`src/rtl/aes_pkg.sv`:
```
// Shared types and constants for the AES CTR core request scheduler.
package aes_pkg;

   localparam int unsigned AES_BLK_W = 128;
   localparam int unsigned AES_KEY_W = 256;

   typedef enum logic [1:0] {
      IDLE,
      CLR,
      RUN,
      RESP
   } sched_state_e;

   typedef struct packed {
      logic [AES_BLK_W-1:0] plaintext;
      logic [AES_KEY_W-1:0] key;
   } aes_req_t;

endpackage

```
`src/rtl/aes_rr_arbiter.sv`:
```
// Combinational round-robin arbiter: first requester at or after rr_ptr_i wins.
module aes_rr_arbiter #(
   parameter int unsigned NUM_REQ = 2
) (
   input  logic [NUM_REQ-1:0]         req_i,
   input  logic [$clog2(NUM_REQ)-1:0] rr_ptr_i,
   input  logic                       en_i,
   output logic [NUM_REQ-1:0]         gnt_o,
   output logic [$clog2(NUM_REQ)-1:0] idx_o
);

   localparam int unsigned IdW = $clog2(NUM_REQ);

   always_comb begin
      int unsigned j;
      logic        found;
      gnt_o = '0;
      idx_o = '0;
      found = 1'b0;
      j     = 0;
      if (en_i) begin
         for (int unsigned i = 0; i < NUM_REQ; i++) begin
            j = (32'(rr_ptr_i) + i) % NUM_REQ;
            if (!found && req_i[j]) begin
               gnt_o[j] = 1'b1;
               idx_o    = IdW'(j);
               found    = 1'b1;
            end
         end
      end
   end

endmodule

```
`src/rtl/aes_core_sched.sv`:
```
// Round-robin request scheduler for the shared AES CTR core: clear, run with
// watchdog, then return the result on one tagged response channel.
module aes_core_sched
   import aes_pkg::*;
#(
   parameter int unsigned NUM_REQ    = 2,
   parameter int unsigned CLR_CYCLES = 2,
   parameter int unsigned TIMEOUT    = 64
) (
   input  logic                           clk_i,
   input  logic                           rst_n,
   input  logic [NUM_REQ-1:0]             req_valid_i,
   output logic [NUM_REQ-1:0]             req_ready_o,
   input  logic [NUM_REQ*AES_BLK_W-1:0]   req_plaintext_i,
   input  logic [NUM_REQ*AES_KEY_W-1:0]   req_key_i,
   output logic                           resp_valid_o,
   input  logic                           resp_ready_i,
   output logic [AES_BLK_W-1:0]           resp_data_o,
   output logic [$clog2(NUM_REQ)-1:0]     resp_id_o,
   output logic                           resp_err_o,
   output logic                           core_rst_n_o,
   output logic                           core_en_o,
   output logic [AES_BLK_W-1:0]           core_plaintext_o,
   output logic [AES_KEY_W-1:0]           core_key_o,
   input  logic                           core_done_i,
   input  logic [AES_BLK_W-1:0]           core_ciphertext_i
);

   localparam int unsigned IdW  = $clog2(NUM_REQ);
   localparam int unsigned ClrW = $clog2(CLR_CYCLES + 1);
   localparam int unsigned WdW  = $clog2(TIMEOUT + 1);

   sched_state_e         state_q, state_d;
   logic [IdW-1:0]       rr_ptr_q, rr_ptr_d;
   logic [IdW-1:0]       id_q, id_d;
   aes_req_t             req_q, req_d;
   logic [ClrW-1:0]      clr_cnt_q, clr_cnt_d;
   logic [WdW-1:0]       wdog_q, wdog_d;
   logic                 resp_valid_q, resp_valid_d;
   logic [AES_BLK_W-1:0] resp_data_q, resp_data_d;
   logic                 resp_err_q, resp_err_d;
   logic                 core_rst_n_q, core_rst_n_d;
   logic                 core_en_q, core_en_d;

   logic [NUM_REQ-1:0]   gnt;
   logic [IdW-1:0]       gnt_idx;
   aes_req_t             sel_req;

   aes_rr_arbiter #(
      .NUM_REQ (NUM_REQ)
   ) u_arb (
      .req_i    (req_valid_i),
      .rr_ptr_i (rr_ptr_q),
      .en_i     ((state_q == IDLE) && rst_n),
      .gnt_o    (gnt),
      .idx_o    (gnt_idx)
   );

   assign req_ready_o = gnt;

   always_comb begin
      sel_req = '0;
      for (int unsigned i = 0; i < NUM_REQ; i++) begin
         if (gnt[i]) begin
            sel_req.plaintext = req_plaintext_i[i*AES_BLK_W +: AES_BLK_W];
            sel_req.key       = req_key_i[i*AES_KEY_W +: AES_KEY_W];
         end
      end
   end

   always_comb begin
      state_d      = state_q;
      rr_ptr_d     = rr_ptr_q;
      id_d         = id_q;
      req_d        = req_q;
      clr_cnt_d    = clr_cnt_q;
      wdog_d       = wdog_q;
      resp_valid_d = resp_valid_q;
      resp_data_d  = resp_data_q;
      resp_err_d   = resp_err_q;
      core_rst_n_d = core_rst_n_q;
      core_en_d    = core_en_q;
      unique case (state_q)
         IDLE: begin
            if (|gnt) begin
               req_d        = sel_req;
               id_d         = gnt_idx;
               rr_ptr_d     = (gnt_idx == IdW'(NUM_REQ - 1)) ? '0 : gnt_idx + 1'b1;
               clr_cnt_d    = '0;
               core_rst_n_d = 1'b0;
               core_en_d    = 1'b0;
               state_d      = CLR;
            end
         end
         CLR: begin
            if (clr_cnt_q == ClrW'(CLR_CYCLES - 1)) begin
               wdog_d       = '0;
               core_rst_n_d = 1'b1;
               core_en_d    = 1'b1;
               state_d      = RUN;
            end else begin
               clr_cnt_d = clr_cnt_q + 1'b1;
            end
         end
         RUN: begin
            // done takes priority over a watchdog expiry in the same cycle
            if (core_done_i) begin
               resp_data_d  = core_ciphertext_i;
               resp_err_d   = 1'b0;
               resp_valid_d = 1'b1;
               core_en_d    = 1'b0;
               state_d      = RESP;
            end else if (wdog_q == WdW'(TIMEOUT)) begin
               resp_data_d  = '0;
               resp_err_d   = 1'b1;
               resp_valid_d = 1'b1;
               core_en_d    = 1'b0;
               state_d      = RESP;
            end else begin
               wdog_d = wdog_q + 1'b1;
            end
         end
         RESP: begin
            if (resp_ready_i) begin
               resp_valid_d = 1'b0;
               state_d      = IDLE;
            end
         end
         default: state_d = IDLE;
      endcase
   end

   always_ff @(posedge clk_i) begin
      if (!rst_n) begin
         state_q      <= IDLE;
         rr_ptr_q     <= '0;
         id_q         <= '0;
         req_q        <= '0;
         clr_cnt_q    <= '0;
         wdog_q       <= '0;
         resp_valid_q <= 1'b0;
         resp_data_q  <= '0;
         resp_err_q   <= 1'b0;
         core_rst_n_q <= 1'b0;
         core_en_q    <= 1'b0;
      end else begin
         state_q      <= state_d;
         rr_ptr_q     <= rr_ptr_d;
         id_q         <= id_d;
         req_q        <= req_d;
         clr_cnt_q    <= clr_cnt_d;
         wdog_q       <= wdog_d;
         resp_valid_q <= resp_valid_d;
         resp_data_q  <= resp_data_d;
         resp_err_q   <= resp_err_d;
         core_rst_n_q <= core_rst_n_d;
         core_en_q    <= core_en_d;
      end
   end

   assign resp_valid_o     = resp_valid_q;
   assign resp_data_o      = resp_data_q;
   assign resp_id_o        = id_q;
   assign resp_err_o       = resp_err_q;
   assign core_rst_n_o     = core_rst_n_q;
   assign core_en_o        = core_en_q;
   assign core_plaintext_o = req_q.plaintext;
   assign core_key_o       = req_q.key;

endmodule

```
`config.mk`:
```
export PLATFORM = sky130hd
export DESIGN_NAME = aes_core_sched
export DESIGN_NICKNAME = d
export VERILOG_FILES = /design/src/rtl/aes_pkg.sv /design/src/rtl/aes_rr_arbiter.sv /design/src/rtl/aes_core_sched.sv
export SDC_FILE = /design/constraint.sdc
export NUM_CORES = 1
export LEC_CHECK = 0
export CAP_MARGIN = 15
export CORE_AREA = 2 2 559 561
export DETAILED_ROUTE_END_ITERATION = 6
export DIE_AREA = 0 0 561 563
export PLACE_DENSITY = 0.3
export SLEW_MARGIN = 20
export SYNTH_ARGS = -nofsm -noshare
export SYNTH_HDL_FRONTEND = slang
export SYNTH_SLANG_ARGS = --single-unit
```
`constraint.sdc`:
```
create_clock -name clk_i -period 4.5 [get_ports clk_i]
set_input_delay 0.9 -clock clk_i [delete_from_list [all_inputs] [get_ports clk_i]]
set_output_delay 0.9 -clock clk_i [all_outputs]
set_load 0.1 [all_outputs]
```
# [Word level (Yosys, flattened, before mapping)]
# Cells that the tools add are included.
[totals] regBits=529 inputBits=902 out_inout_bits=519 word_cells=99
[classes] add_sub_neg=4 order_cmp=4 eq_ne=12 n_mux=46 bitwise_logic=1 reduce_logical=20
[ops] op="$mux 384" n=2
[ops] op="$mux 128" n=2
[ops] op="$mux 2" n=11
[ops] op="$mux 7" n=3
[ops] op="$mux 1" n=20
[ops] op="$pmux 7 s2" n=1
[ops] op="$reduce_and 4->1" n=3
[ops] op="$ne 2x2->1 const B" n=5
[ops] op="$reduce_and 3->1" n=3
[ops] op="$pmux 2 s4" n=1
[ops] op="$reduce_bool 2->1" n=4
[ops] op="$add 7x1->7 const B" n=1
[ops] op="$eq 7x7->1 const B" n=1
[ops] op="$eq 2x1->1 const B" n=2
[ops] op="$eq 2x2->1 const B" n=2
[ops] op="$logic_and 1x1->1" n=4
[ops] op="$lt 1x2->1 const B" n=2
[ops] op="$pmux 1 s2" n=2
[ops] op="$pmux 2 s2" n=1
[ops] op="$reduce_and 2->1" n=2
[ops] op="$ne 3x3->1 const B" n=1
[ops] op="$pmux 1 s3" n=1
[ops] op="$reduce_bool 3->1" n=1
[ops] op="$add 1x1->1 const B" n=2
[ops] op="8 further kinds" n=10

# [Logic depth before layout (Yosys ltp)]
# Gate-level depths: netlist of the first run.
[logic_depth] depth_word=12 mapped_depth=8 ltp_nobuf=6

# [By module]
# Synthesis of the first run repeated with hierarchy kept, for this count alone.
[hier_totals] hier_cells=2164 hier_area_um2=19645.1
[modules_own_cells] module="aes_core_sched" instances=1 cells_each=2158 area_per_inst_um2=19618.8 seq_area_each_um2=10590.2
[modules_own_cells] module="aes_rr_arbiter" instances=1 cells_each=6 area_per_inst_um2=26.3 seq_area_each_um2=0.0

# [Worst setup path after synthesis of the first run]
# Ideal clock, no wire load.
[synth_timing] kind="input-to-output" from="input rst_n" to="output req_ready_o[0]" arrival_ns=2.373 required_ns=3.600 path_slack_ns=1.227 cell_stages=3 n_path_buf=1 path_cell_list="nand3_1 -> a21oi_1 -> clkbuf_1"
[synth_between] elab_chain_cells=2
[synth_rtl] element="from (decl)" line="aes_core_sched.sv:11" text="input logic rst_n,"
[synth_rtl] element="$logic_and 1x1->1" line="aes_core_sched.sv:54" text=".en_i ((state_q == IDLE) && rst_n),"
[synth_rtl] element="$mux 2" line="aes_rr_arbiter.sv:21" text="if (en_i) begin"
[synth_rtl] element="to (decl)" line="aes_core_sched.sv:13" text="output logic [NUM_REQ-1:0] req_ready_o,"
# No other way between the ends.

# [Worst setup path in the final report of the first run]
[layout_timing] from="register req_q (netlist bit core_plaintext_o[54])" to="output core_plaintext_o[54]"
[layout_rtl] element="from (decl)" line="aes_core_sched.sv:36" text="aes_req_t req_q, req_d;"
[layout_rtl] element="from (signal assigned)" line="aes_core_sched.sv:150" text="req_q <= req_d;"
[layout_rtl] element="to (decl)" line="aes_core_sched.sv:23" text="output logic [AES_BLK_W-1:0] core_plaintext_o,"
# No word-level cell between the ends.

==> key figures, run 1 <==
Timing
  – Hold Fails Final Rpt: 0
  – Slew Limit Fails: 0
  – Worst-case clock skew: roughly 47 ps
  – Final setup viols: 0
  – RSZ-0062 raised after global routing: no
  – Post-layout min period: between 3000 and 4000 ps
  – Tcrit/Tclk final: between 70% and 80%
  – FMAX: 292 MHz
  – Slew headroom: 16.2%
  – Worst slew pin tran: around 1300 ps
  – Setup TNS: 0 ps

Floorplanning
  – Die Y: 563 microns
  – Die ar.: between 300000 and 400000 sq um
  – IO Count: ~1.4k
  – Row count: ~210
  – Width of the die: roughly 560 microns
  – Core box area: just over 300000 sq um
  – Initial core utilization: under 10%

Yosys
  – Top post-synthesis cells by area: dfxtp_1 55%, a222oi_1 20%, nor2b_1 13%
  – Yosys top cell area share: between 50% and 60%
  – Synthesized flop and latch total: between 500 and 600
  – Count leader, synth: dfxtp_1
  – Multiplexer share of the synthesized area: less than 1%
  – Fraction of registers with async set/reset: 0%
  – Syn Inst Count: between 1.5k and 2k
  – Synthesized area per cell: approximately 11 sq um
  – Top post-synthesis cells by count: 529 x dfxtp_1, 388 x nor2b_1, 383 x a222oi_1
  – Post-Synth XOR/XNOR Area: less than 1%
  – YS warnings: 0
  – Yosys top cell by area: dfxtp_1
  – Post-Syn Area: around 19000 sq um
  – Unique masters post-synth: 39
  – EDFF count, synth: 0
  – Synth Area in Adders: less than 1%
  – Largest family of logic cells by synthesized area: compound AO/OA/AOI/OAI gates
  – Post-Synth Simple-Gate Area: ~14%
  – Post-Syn Nets: 2637
  – Dominant synthesized flop cell: dfxtp_1
  – Seq/Total Area, Yosys: ~55%
  – Synth Area in Compound Gates: approximately a quarter

Critical path
  – Crit path kind: flop to output pin
  – Worst r2r dst: core_key_o[101]$_SDFFE_PN0P_
  – Crit path max fanout: 2
  – Crit-path slowest cell: clkdlybuf4s50_1
  – Critical Path Source: core_plaintext_o[54]$_SDFFE_PN0P_
  – Worst setup EP type: output pin
  – FF-to-FF setup slack: 1850 ps
  – Crit path to: core_plaintext_o[54]
  – R2R depth: 8
  – Reg-to-Reg Start: state_q[0]$_SDFFE_PN0P_
  – CP delay by family, top: buffers and inverters
  – Crit path buffers/inverters: 1
  – Crit path arrival time: between 2000 and 3000 ps
  – Worst endpoint required time: about 3600 ps
  – CP Depth: 1
  – Max incr delay on CP: about 1200 ps
  – CP Launch Type: flop
  – CP Cell Sequence: clkdlybuf4s50_1

Layout
  – Layout cells sized above 1: 10.6%
  – Area taken by flip-flops and latches: between 10000 and 15000 sq um
  – Area growth syn-to-layout: 112%
  – Share of the core filled with cells: between 10% and 20%
  – Final net count: 3993
  – Multi-input logic area: about 8000 sq um
  – Fillers: between 30k and 40k

Clock network
  – Clk buf depth: 4
  – Clock sink count: around 530
  – Worst-path clk slew: 50 ps
  – Post-CTS Setup Repair Bufs: 0
  – Hold_buf cts: 0
  – CTS tree: yes
  – Root buf cell: clkbuf_16
  – # resized after CTS: 0
  – Clock latency on the worst-skew pair: slightly below 800 ps
  – H-tree Lvls: 3
  – Num CTS Buffers: 86

GRT
  – GR Util All Layers: roughly an eighth
  – Vias in the first global route: 22.3k
  – Remaining Overflow, GRT: 0
  – Initial antenna violation count: roughly 140
  – Largest net degree at the start of global routing: about 140
  – First-pass GRT wire length: approximately 250 mm

Drt
  – Routed WL per cell: 27.7 microns
  – Pre-Repair DR Iteration Count: 7
  – Via Count: between 20k and 25k
  – Initial DRC count: 2875
  – Vias per cell: slightly above 3
  – Post-detailed-route count of antenna-violating nets: 0
  – DRC Markers: 12
  – Total wire length: ~200 mm

Power and ir drop
  – Max VDD drop: ~260 uV
  – Pleak: ~14 nW
  – Cell Pwr Density: around 540 nW/um^2

Hold path
  – Tightest Hold Check Type: flop to flop

Outcome
  – Failing checks: DRC
  – Outcome: complete, but fails checks

Placed design
  – Placer Congestion: 0.858
  – DP Wirelength: about 170 mm
  – # port buffers: roughly 1.4k

Flow run
  – Max cap viols: 0
## where the power goes
group / switching, mW / leakage, nW / internal [mW]
sequential: 0.446 / 4.31 / 5.34
combinational: 7.12 / 8.02 / 2.65
clock: 2.67 / 1.35 / 4.08
## registers in the layout (all words and copies together), names as in the netlist, 2 cells and up
signal            flops
core_key_o          256
core_plaintext_o    128
resp_data_o         128
wdog_q                7
clr_cnt_q             2
state_q               2
## final cells by class
class	instances	share of cell area, %
diodes	26	0.158
well taps	4140	12.6
clock inverters	19	0.566
clock buffers	128	6.13
flip-flops and latches	529	25.8
inverters	9	0.0821
repair buffers	1470	35.2
multi-input cells	986	19.6
## per-layer routing
metal / global-route usage [%] / routed length, microns / up-vias
met5: 0 / 442 / -
met4: 3.07 / 5350 / 68
met3: 8.64 / 31900 / 369
met2: 19.2 / 89600 / 1459
met1: 13.0 / 75400 / 10900
li1: - / - / 9718
## worst min path at each step
stage               slack [ps]  cells past startpoint                endpoint                    from
finish                     460                      2  resp_id_o$_SDFFE_PN0P_  resp_id_o$_SDFFE_PN0P_
floorplan                  450                      2  wdog_q[6]$_SDFFE_PN0P_  wdog_q[6]$_SDFFE_PN0P_
global route               470                      2  resp_id_o$_SDFFE_PN0P_  resp_id_o$_SDFFE_PN0P_
detailed placement         450                      2  resp_id_o$_SDFFE_PN0P_  resp_id_o$_SDFFE_PN0P_
global placement           450                      2  resp_id_o$_SDFFE_PN0P_  resp_id_o$_SDFFE_PN0P_
CTS                        460                      2  resp_id_o$_SDFFE_PN0P_  resp_id_o$_SDFFE_PN0P_
## cells in the final DEF (no fill, tap or decap), types with 2 or more instances in the layout
cell             count
diode_2             26
buf_4              172
clkdlybuf4s50_1   1271
o22ai_1              2
nand2_1             16
clkinvlp_4           3
inv_1                9
buf_12              20
nor2b_1            387
xor2_1               2
clkbuf_8            19
nand2b_1             2
clkbuf_1            22
dfxtp_1            529
a21oi_1              3
nand3_1              4
o21ai_0              8
a21boi_0             3
bufinv_16            4
or3_1                3
nor2_1               6
clkinv_8             2
buf_2                5
clkinv_2             8
and2_1               3
a222oi_1           383
clkinv_4             2
clkbuf_16           87
nand4_1              3
ha_1                 9
a22o_1             128
mux2i_1              5
## stage by stage
stage | std cells | cell area (sq um) | setup WS, ps | hold WS, ps | power, mW
CTS | 7281 | 41100 | 964 | 456 | 22.8
global route | 7287 | 41100 | 996 | 471 | 23.2
detailed placement | 7134 | 38300 | 1290 | 449 | 15.7
finish | 7307 | 41100 | 1070 | 460 | 22.3
global placement | 7134 | 38300 | 1340 | 448 | 15.7
floorplan | 1726 | 19400 | 1230 | 454 | 12.1
## cell families (layout without fill, tap and decap cells)
| family | count (synthesis) | after routing |
|---|---|---|
| xor+xnor | 2 | 2 |
| compound gates | 540 | 540 |
| simple gates | 429 | 429 |
| flops | 529 | 529 |
| fa+ha+maj | 9 | 9 |
| mux | 6 | 6 |
| buf+inv | 211 | 1626 |
| other cells | 0 | 26 |
(Power assumes the default switching activity.)
==> run 2, diff against run 1 <==
==> constraint.sdc (replaced) <==
create_clock -name clk_i -period 2.75 [get_ports clk_i]
set_input_delay 0.55 -clock clk_i [delete_from_list [all_inputs] [get_ports clk_i]]
set_output_delay 0.55 -clock clk_i [all_outputs]
set_load 0.1 [all_outputs]
==> key figures, run 2 (synthesis results as in run 1) <==
Layout
  – Most frequent cells in the layout: 900 x clkdlybuf4s50_1, 571 x buf_4, 529 x dfxtp_1
  – Layout cells sized above 1: 23.5% (+13 points)
  – Share of the core filled with cells: 13.1% (-0.17 points)
  – Max reg flops: 256 (unchanged)
  – Final net count: 4030 (+0.93%)
  – Commonest non-fill, non-tap cell in the layout: clkdlybuf4s50_1
  – Multi-input logic area: 8050 sq um (+0.16%)
  – Fillers: 35.3k (+0.52%)
  – Area taken by flip-flops and latches: 10600 sq um (unchanged)
  – Area growth syn-to-layout: 109%

GRT
  – GRT busiest layer: met2
  – Remaining Overflow, GRT: 0 (unchanged)
  – GR Util All Layers: 12.2% (about the same)
  – Initial antenna violation count: 125 (-9.4%)
  – Grt met1 use: 12.8% (-0.26 points)
  – First-pass GRT wire length: 252 mm (about the same)
  – Met3 Use GR: 8.45% (-0.20 points)
  – Met2 GRT Util: 19.8% (+0.54 points)
  – Vias in the first global route: 22.6k (+1.5%)
  – Largest net degree at the start of global routing: 116 (-19%)

Clock network
  – Clock latency on the worst-skew pair: 780 ps (about the same)
  – Clock sink count: 529 (unchanged)
  – CTS tree: yes
  – Worst-path clk slew: 40 ps (about the same)
  – Clk buf depth: 4 (unchanged)
  – Num CTS Buffers: 82 (-4.7%)
  – Root buf cell: clkbuf_16
  – H-tree Lvls: 3 (unchanged)
  – Hold_buf cts: 0 (unchanged)

Floorplanning
  – Core box area: 310000 sq um (unchanged)
  – Row count: 205 (unchanged)
  – Die ar.: 316000 sq um (unchanged)
  – Width of the die: 561 microns (unchanged)
  – Initial core utilization: 6.25% (unchanged)
  – Die Y: 563 microns (unchanged)
  – IO Count: 1421 (unchanged)

Outcome
  – Failing checks: DRC
  – Outcome: complete, but fails checks

Drt
  – Routed WL per cell: 27.6 microns (-0.40%)
  – Pre-Repair DR Iteration Count: 7 (unchanged)
  – Via Count: 22.7k (+1.2%)
  – Vias per cell: 3.10 (+0.68%)
  – Post-detailed-route count of antenna-violating nets: 0 (unchanged)
  – Total wire length: 203 mm (about the same)
  – Initial DRC count: 2849 (-0.90%)
  – DRC Markers: 30 (+18)

Power and ir drop
  – Cell Pwr Density: 899 nW/um^2 (+66%)
  – Max VDD drop: 385 uV (+48%)
  – Pleak: 14.6 nW (+6.8%)

Placed design
  – DP Wirelength: 171 mm (+2.4%)
  – Placer Congestion: 0.870 (+1.4%)
  – # port buffers: 1420 (unchanged)

Timing
  – Tcrit/Tclk final: a little over nine tenths
  – Worst-case clock skew: 38.1 ps (-9.42 ps)
  – FMAX: between 300 and 400 MHz
  – RSZ-0062 raised after global routing: no
  – Final setup viols: 0 (unchanged)
  – Worst slew pin tran: 817 ps (-436 ps)
  – Slew Limit Fails: 0 (unchanged)
  – Setup TNS: 0 ps (unchanged)
  – Slew headroom: 45.8% (+30 points)
  – Hold Fails Final Rpt: 0 (unchanged)
  – Post-layout min period: around 2600 ps

Critical path
  – Crit path max fanout: 5 (+3)
  – Max incr delay on CP: 350 ps (-870 ps)
  – FF-to-FF setup slack: 480 ps (-1370 ps)
  – Critical path's most frequent cell: buf_12
  – Crit path arrival time: 2060 ps (-470 ps)
  – Worst setup EP type: output pin
  – Reg-to-Reg Start: state_q[0]$_SDFFE_PN0P_
  – Worst r2r dst: resp_data_o[76]$_SDFFE_PN0P_
  – Crit path kind: flop to output pin
  – CP Launch Type: flop
  – Worst endpoint required time: 2200 ps (-1400 ps)
  – Crit-path slowest cell: dfxtp_1
  – Crit path buffers/inverters: 3 (+2)
  – CP Cell Sequence: inv_2 > ha_4 > nand3_1 > a21oi_4 > buf_12 > buf_12
  – R2R depth: 7 (-1)
  – CP delay by family, top: buffers and inverters

Hold path
  – Hold endpoint: state_q[1]$_SDFFE_PN0P_
  – Worst Hold Launch: rst_n
  – Hold depth: 3 (+1)
  – Tightest Hold Check Type: input port to flop

Flow run
  – Max cap viols: 0 (unchanged)
-- run 2: worst max path at each step --
stage	startpoint	endpoint	cells past startpoint
5_1_grt	state_q[1]$_SDFFE_PN0P_	req_ready_o[0]	6
4_1_cts	state_q[1]$_SDFFE_PN0P_	req_ready_o[0]	6
2_1_floorplan	state_q[0]$_SDFFE_PN0P_	req_ready_o[0]	5
6_report	state_q[1]$_SDFFE_PN0P_	req_ready_o[0]	6
3_3_place_gp	req_valid_i[1]	core_en_o$_SDFFE_PN0P_	5
3_5_place_dp	req_valid_i[1]	core_en_o$_SDFFE_PN0P_	5
-- run 2: worst register-to-register path, stage by stage, from the launching register on --
cell and delay, ps:
dfxtp_1 410, inv_2 90, ha_1 330, nand3b_1 200, o21ai_1 170, nor2b_4 500
buf_12 310, a22o_1 200
-- run 2: through the flow --
stage | power, mW | hold WS (ps) | cell area [sq um] | setup WS [ps] | cells
floorplan | 19.8 | 454 | 19400 | 52.0 | 1726
global placement | 25.8 | 443 | 37800 | 110 | 7172
detailed placement | 25.8 | 446 | 37800 | 129 | 7172
CTS | 37.3 | 69.3 | 40600 | 14.0 | 7322
global route | 38.1 | 110 | 40600 | 10.1 | 7328
finish | 36.5 | 153 | 40600 | 139 | 7342
-- run 2: layout make-up --
type / instances / share of cell area [%]
timing repair buffer: 1511 / 34.5
sequential: 529 / 26.1
multi-input combinational: 986 / 19.8
tap: 4140 / 12.8
clock buffer: 123 / 5.88
clock inverter: 24 / 0.739
antenna: 20 / 0.123
inverter: 9 / 0.0832
-- run 2: per-layer routing --
| layer | wire [microns] | share of wire [%] | vias to the layer above |
|---|---|---|---|
| met4 | 5260 | 2.6 | 74 |
| met1 | 73800 | 36 | 11000 |
| met2 | 91800 | 45 | 1479 |
| li1 | - | - | 9802 |
| met3 | 31600 | 16 | 359 |
| met5 | 496 | 0.24 | - |
-- run 2: repair_timing --
action / in CTS / in global routing
hold endpoints to repair: 0 / 0
gates resized for setup: 4 / 0
endpoints found under the setup margin: 2 / 0
setup buffers: 3 / 0
-- run 2: power breakdown --
group	internal (mW)	switching, mW	total (mW)
Clock	6.47	4.45	10.9
Sequential	8.74	0.782	9.52
Combinational	4.34	11.7	16.1
Total	19.5	16.9	36.5
==> run 3, diff against run 2 <==
--- a/config.mk
+++ b/config.mk
@@ -5,10 +5,11 @@
 export SDC_FILE = /design/constraint.sdc
 export NUM_CORES = 1
 export LEC_CHECK = 0
+export ABC_AREA = 1
 export CAP_MARGIN = 15
-export CORE_AREA = 2 2 559 561
+export CORE_AREA = 2 2 553 555
 export DETAILED_ROUTE_END_ITERATION = 6
-export DIE_AREA = 0 0 561 563
+export DIE_AREA = 0 0 555 557
 export PLACE_DENSITY = 0.3
 export SLEW_MARGIN = 20
 export SYNTH_ARGS = -nofsm -noshare
==> key figures, run 3 <==
Outcome
  – Outcome: complete, no violations

Timing
  – Tcrit/Tclk final: 98.4% (+3.5 points)
  – Slew Limit Fails: 0 (unchanged)
  – Slew headroom: 42.3% (-3.4 points)
  – Final Hold Slack: 309 ps (+156 ps)
  – Worst slew pin tran: 871 ps (+54.2 ps)
  – FMAX: 369 MHz (-3.5%)
  – Post-layout min period: 2710 ps (+95.5 ps)
  – Worst-case clock skew: 82.3 ps (+44.3 ps)
  – Hold Fails Final Rpt: 0 (unchanged)
  – Final setup viols: 0 (unchanged)
  – RSZ-0062 raised after global routing: no

Yosys
  – Yosys top cell by area: dfxtp_1
  – Count leader, synth: nand2_1
  – Synthesized area per cell: 7.39 sq um (-34%)
  – Post-Syn Area: 20800 sq um (+7.0%)
  – Synthesized flop and latch total: 529 (unchanged)
  – Dominant synthesized flop cell: dfxtp_1
  – Post-Syn Nets: 3719 (+41%)
  – Yosys top cell area share: 51.0% (-3.6 points)
  – Top post-synthesis cells by count: 1454 x nand2_1, 529 x dfxtp_1, 385 x a31oi_1
  – Seq/Total Area, Yosys: 51.0% (-3.6 points)
  – Unique masters post-synth: 24 (-38%)
  – Fraction of registers with async set/reset: 0% (unchanged)
  – YS warnings: 0 (unchanged)
  – Syn Inst Count: 2808 (+63%)
  – EDFF count, synth: 0 (unchanged)
  – Top post-synthesis cells by area: dfxtp_1 51%, nand2_1 26%, a31oi_1 12%

Drt
  – Total wire length: 226 mm (+12%)
  – Initial DRC count: 1384 (-51%)
  – Vias per cell: 3.15 (+1.6%)
  – Post-detailed-route count of antenna-violating nets: 0 (unchanged)
  – Routed WL per cell: 27.1 microns (-2.0%)
  – Pre-Repair DR Iteration Count: 5 (-2)
  – DRC Markers: 0 (-100%)
  – Via Count: 26.3k (+16%)

Clock network
  – Worst-path clk slew: 60 ps (+20 ps)
  – Clk buf depth: 4 (unchanged)
  – H-tree Lvls: 3 (unchanged)
  – Root buf cell: clkbuf_16
  – Num CTS Buffers: 82 (unchanged)
  – Clock latency on the worst-skew pair: 800 ps (+20 ps)
  – Hold_buf cts: 0 (unchanged)
  – CTS tree: yes
  – Clock sink count: 529 (unchanged)

GRT
  – Remaining Overflow, GRT: 0 (unchanged)
  – Vias in the first global route: 26.7k (+18%)
  – First-pass GRT wire length: 284 mm (+13%)
  – Initial antenna violation count: 173 (+38%)
  – GR Util All Layers: 14.0% (+1.8 points)
  – Largest net degree at the start of global routing: 48 (-59%)

Placed design
  – Placer Congestion: 0.855 (-1.7%)
  – # port buffers: 1420 (unchanged)
  – DP Wirelength: 197 mm (+15%)
  – Placed insts: 8161 (+14%)

Critical path
  – Worst endpoint required time: 2200 ps (about the same)
  – CP Launch Type: input port
  – Crit path arrival time: 2160 ps (+100 ps)
  – Crit path kind: input port to output pin
  – Worst setup EP type: output pin
  – Critical Path Source: req_valid_i[1]
  – Reg-to-Reg Start: state_q[1]$_SDFFE_PN0P_
  – Crit path max fanout: 4 (-1)

Layout
  – Final non-filler cell total: 8357 (+14%)
  – Commonest non-fill, non-tap cell in the layout: nand2_1
  – Max reg flops: 256 (unchanged)
  – Final net count: 5167 (+28%)
  – Most frequent cells in the layout: 1454 x nand2_1, 901 x clkdlybuf4s50_1, 608 x buf_4
  – Share of the core filled with cells: 13.8% (+0.72 points)
  – Layout cells sized above 1: 18.8% (-4.7 points)
  – Area growth syn-to-layout: 102%

Floorplanning
  – Width of the die: 555 microns (-1.1%)
  – IO Count: 1421 (unchanged)
  – Die Y: 557 microns (-1.1%)
  – Core box area: 304000 sq um (-2.0%)
  – Initial core utilization: 6.83% (+0.58 points)
  – Row count: 203 (-0.98%)
  – Die ar.: 309000 sq um (-2.1%)

Flow run
  – Max cap viols: 0 (unchanged)

Power and ir drop
  – Cell Pwr Density: 903 nW/um^2 (+0.48%)
  – Pwr Total: 37.9 mW (+3.8%)
  – Pleak: 14.9 nW (+2.0%)
  – Max VDD drop: 480 uV (+25%)

Hold path
  – Worst Hold Launch: core_ciphertext_i[117]
  – Tightest Hold Check Type: input port to flop
==> run 3: changes by cell type in the layout (fill, tap and decap cells not counted), sizes merged, moves of 62 or more <==
cell / previous run / this run
a21oi: 4 / 140
a222oi: 383 / 0
a22o: 128 / 0
a31oi: 0 / 385
buf: 610 / 672
nand2: 16 / 1455
nor2b: 388 / 0
==> run 3: cell type report <==
| cell class | count | area, sq um |
|---|---|---|
| Antenna cell | 48 | 120 |
| Clock buffer | 121 | 2430 |
| Clock inverter | 19 | 238 |
| Fill cell | 35000 | 262000 |
| Inverter | 27 | 154 |
| Multi-Input combinational cell | 2040 | 8960 |
| Sequential cell | 529 | 10600 |
| Tap cell | 3997 | 5000 |
| Timing Repair Buffer | 1575 | 14500 |
| Timing Repair inverter | 1 | 8.76 |
==> run 3: per-layer routing <==
layer | vias to the layer above | GRT usage (%) | wire (microns)
met5 | - | 0 | 577
met4 | 90 | 3.51 | 6240
met3 | 363 | 7.54 | 27600
met2 | 1242 | 23.9 | 107000
met1 | 12400 | 15.0 | 84800
li1 | 12200 | - | -
==> run 3: power breakdown <==
group / leakage [nW] / internal [mW] / switching (mW)
sequential: 4.31 / 8.81 / 0.753
combinational: 9.26 / 4.28 / 13.3
clock: 1.31 / 6.47 / 4.28
==> run 3: final timing paths <==
path | endpoint | slack, ps | cells after the start
worst max register to register | core_key_o[199]$_SDFFE_PN0P_ | 130 | 12
worst min register to register | resp_data_o[110]$_SDFFE_PN0P_ | 460 | 2
worst min-delay path | resp_data_o[117]$_SDFFE_PN0P_ | 310 | 3
worst max-delay path | req_ready_o[1] | 40 | 6
==> run 3: logic make-up (layout without fill, tap and decap cells) <==
family	Yosys count	count (layout)	synth area share, %
AND/OR/NAND/NOR	1499	1499	27.3
AO/OA/AOI/OAI	531	531	15.1
flip-flops	529	529	51.0
buffers and inverters	239	1743	5.97
adder cells (fa/ha/maj)	9	9	0.542
XOR/XNOR	1	1	0.0422
other	0	48	0
==> run 3: through the flow <==
stage	worst slack [ps]	cell area [sq um]	setup TNS, ps
floorplan	713	20800	0
finish	43.3	42000	0
CTS	22.9	41800	0
detailed placement	-292	39100	-49320
global placement	-253	39100	-36820
global route	1.67	41900	0
==> run 3: what timing repair did <==
action | CTS | global route
buffers inserted | 7 | 0
setup endpoints to repair | 2 | 0
gates resized for setup | 6 | 0
==> run 3: worst max-delay path: stages <==
cell,delay (ps)
clkdlybuf4s50_1,700
nand2_1,200
nand2_1,220
nand2_8,170
inv_16,120
buf_12,170
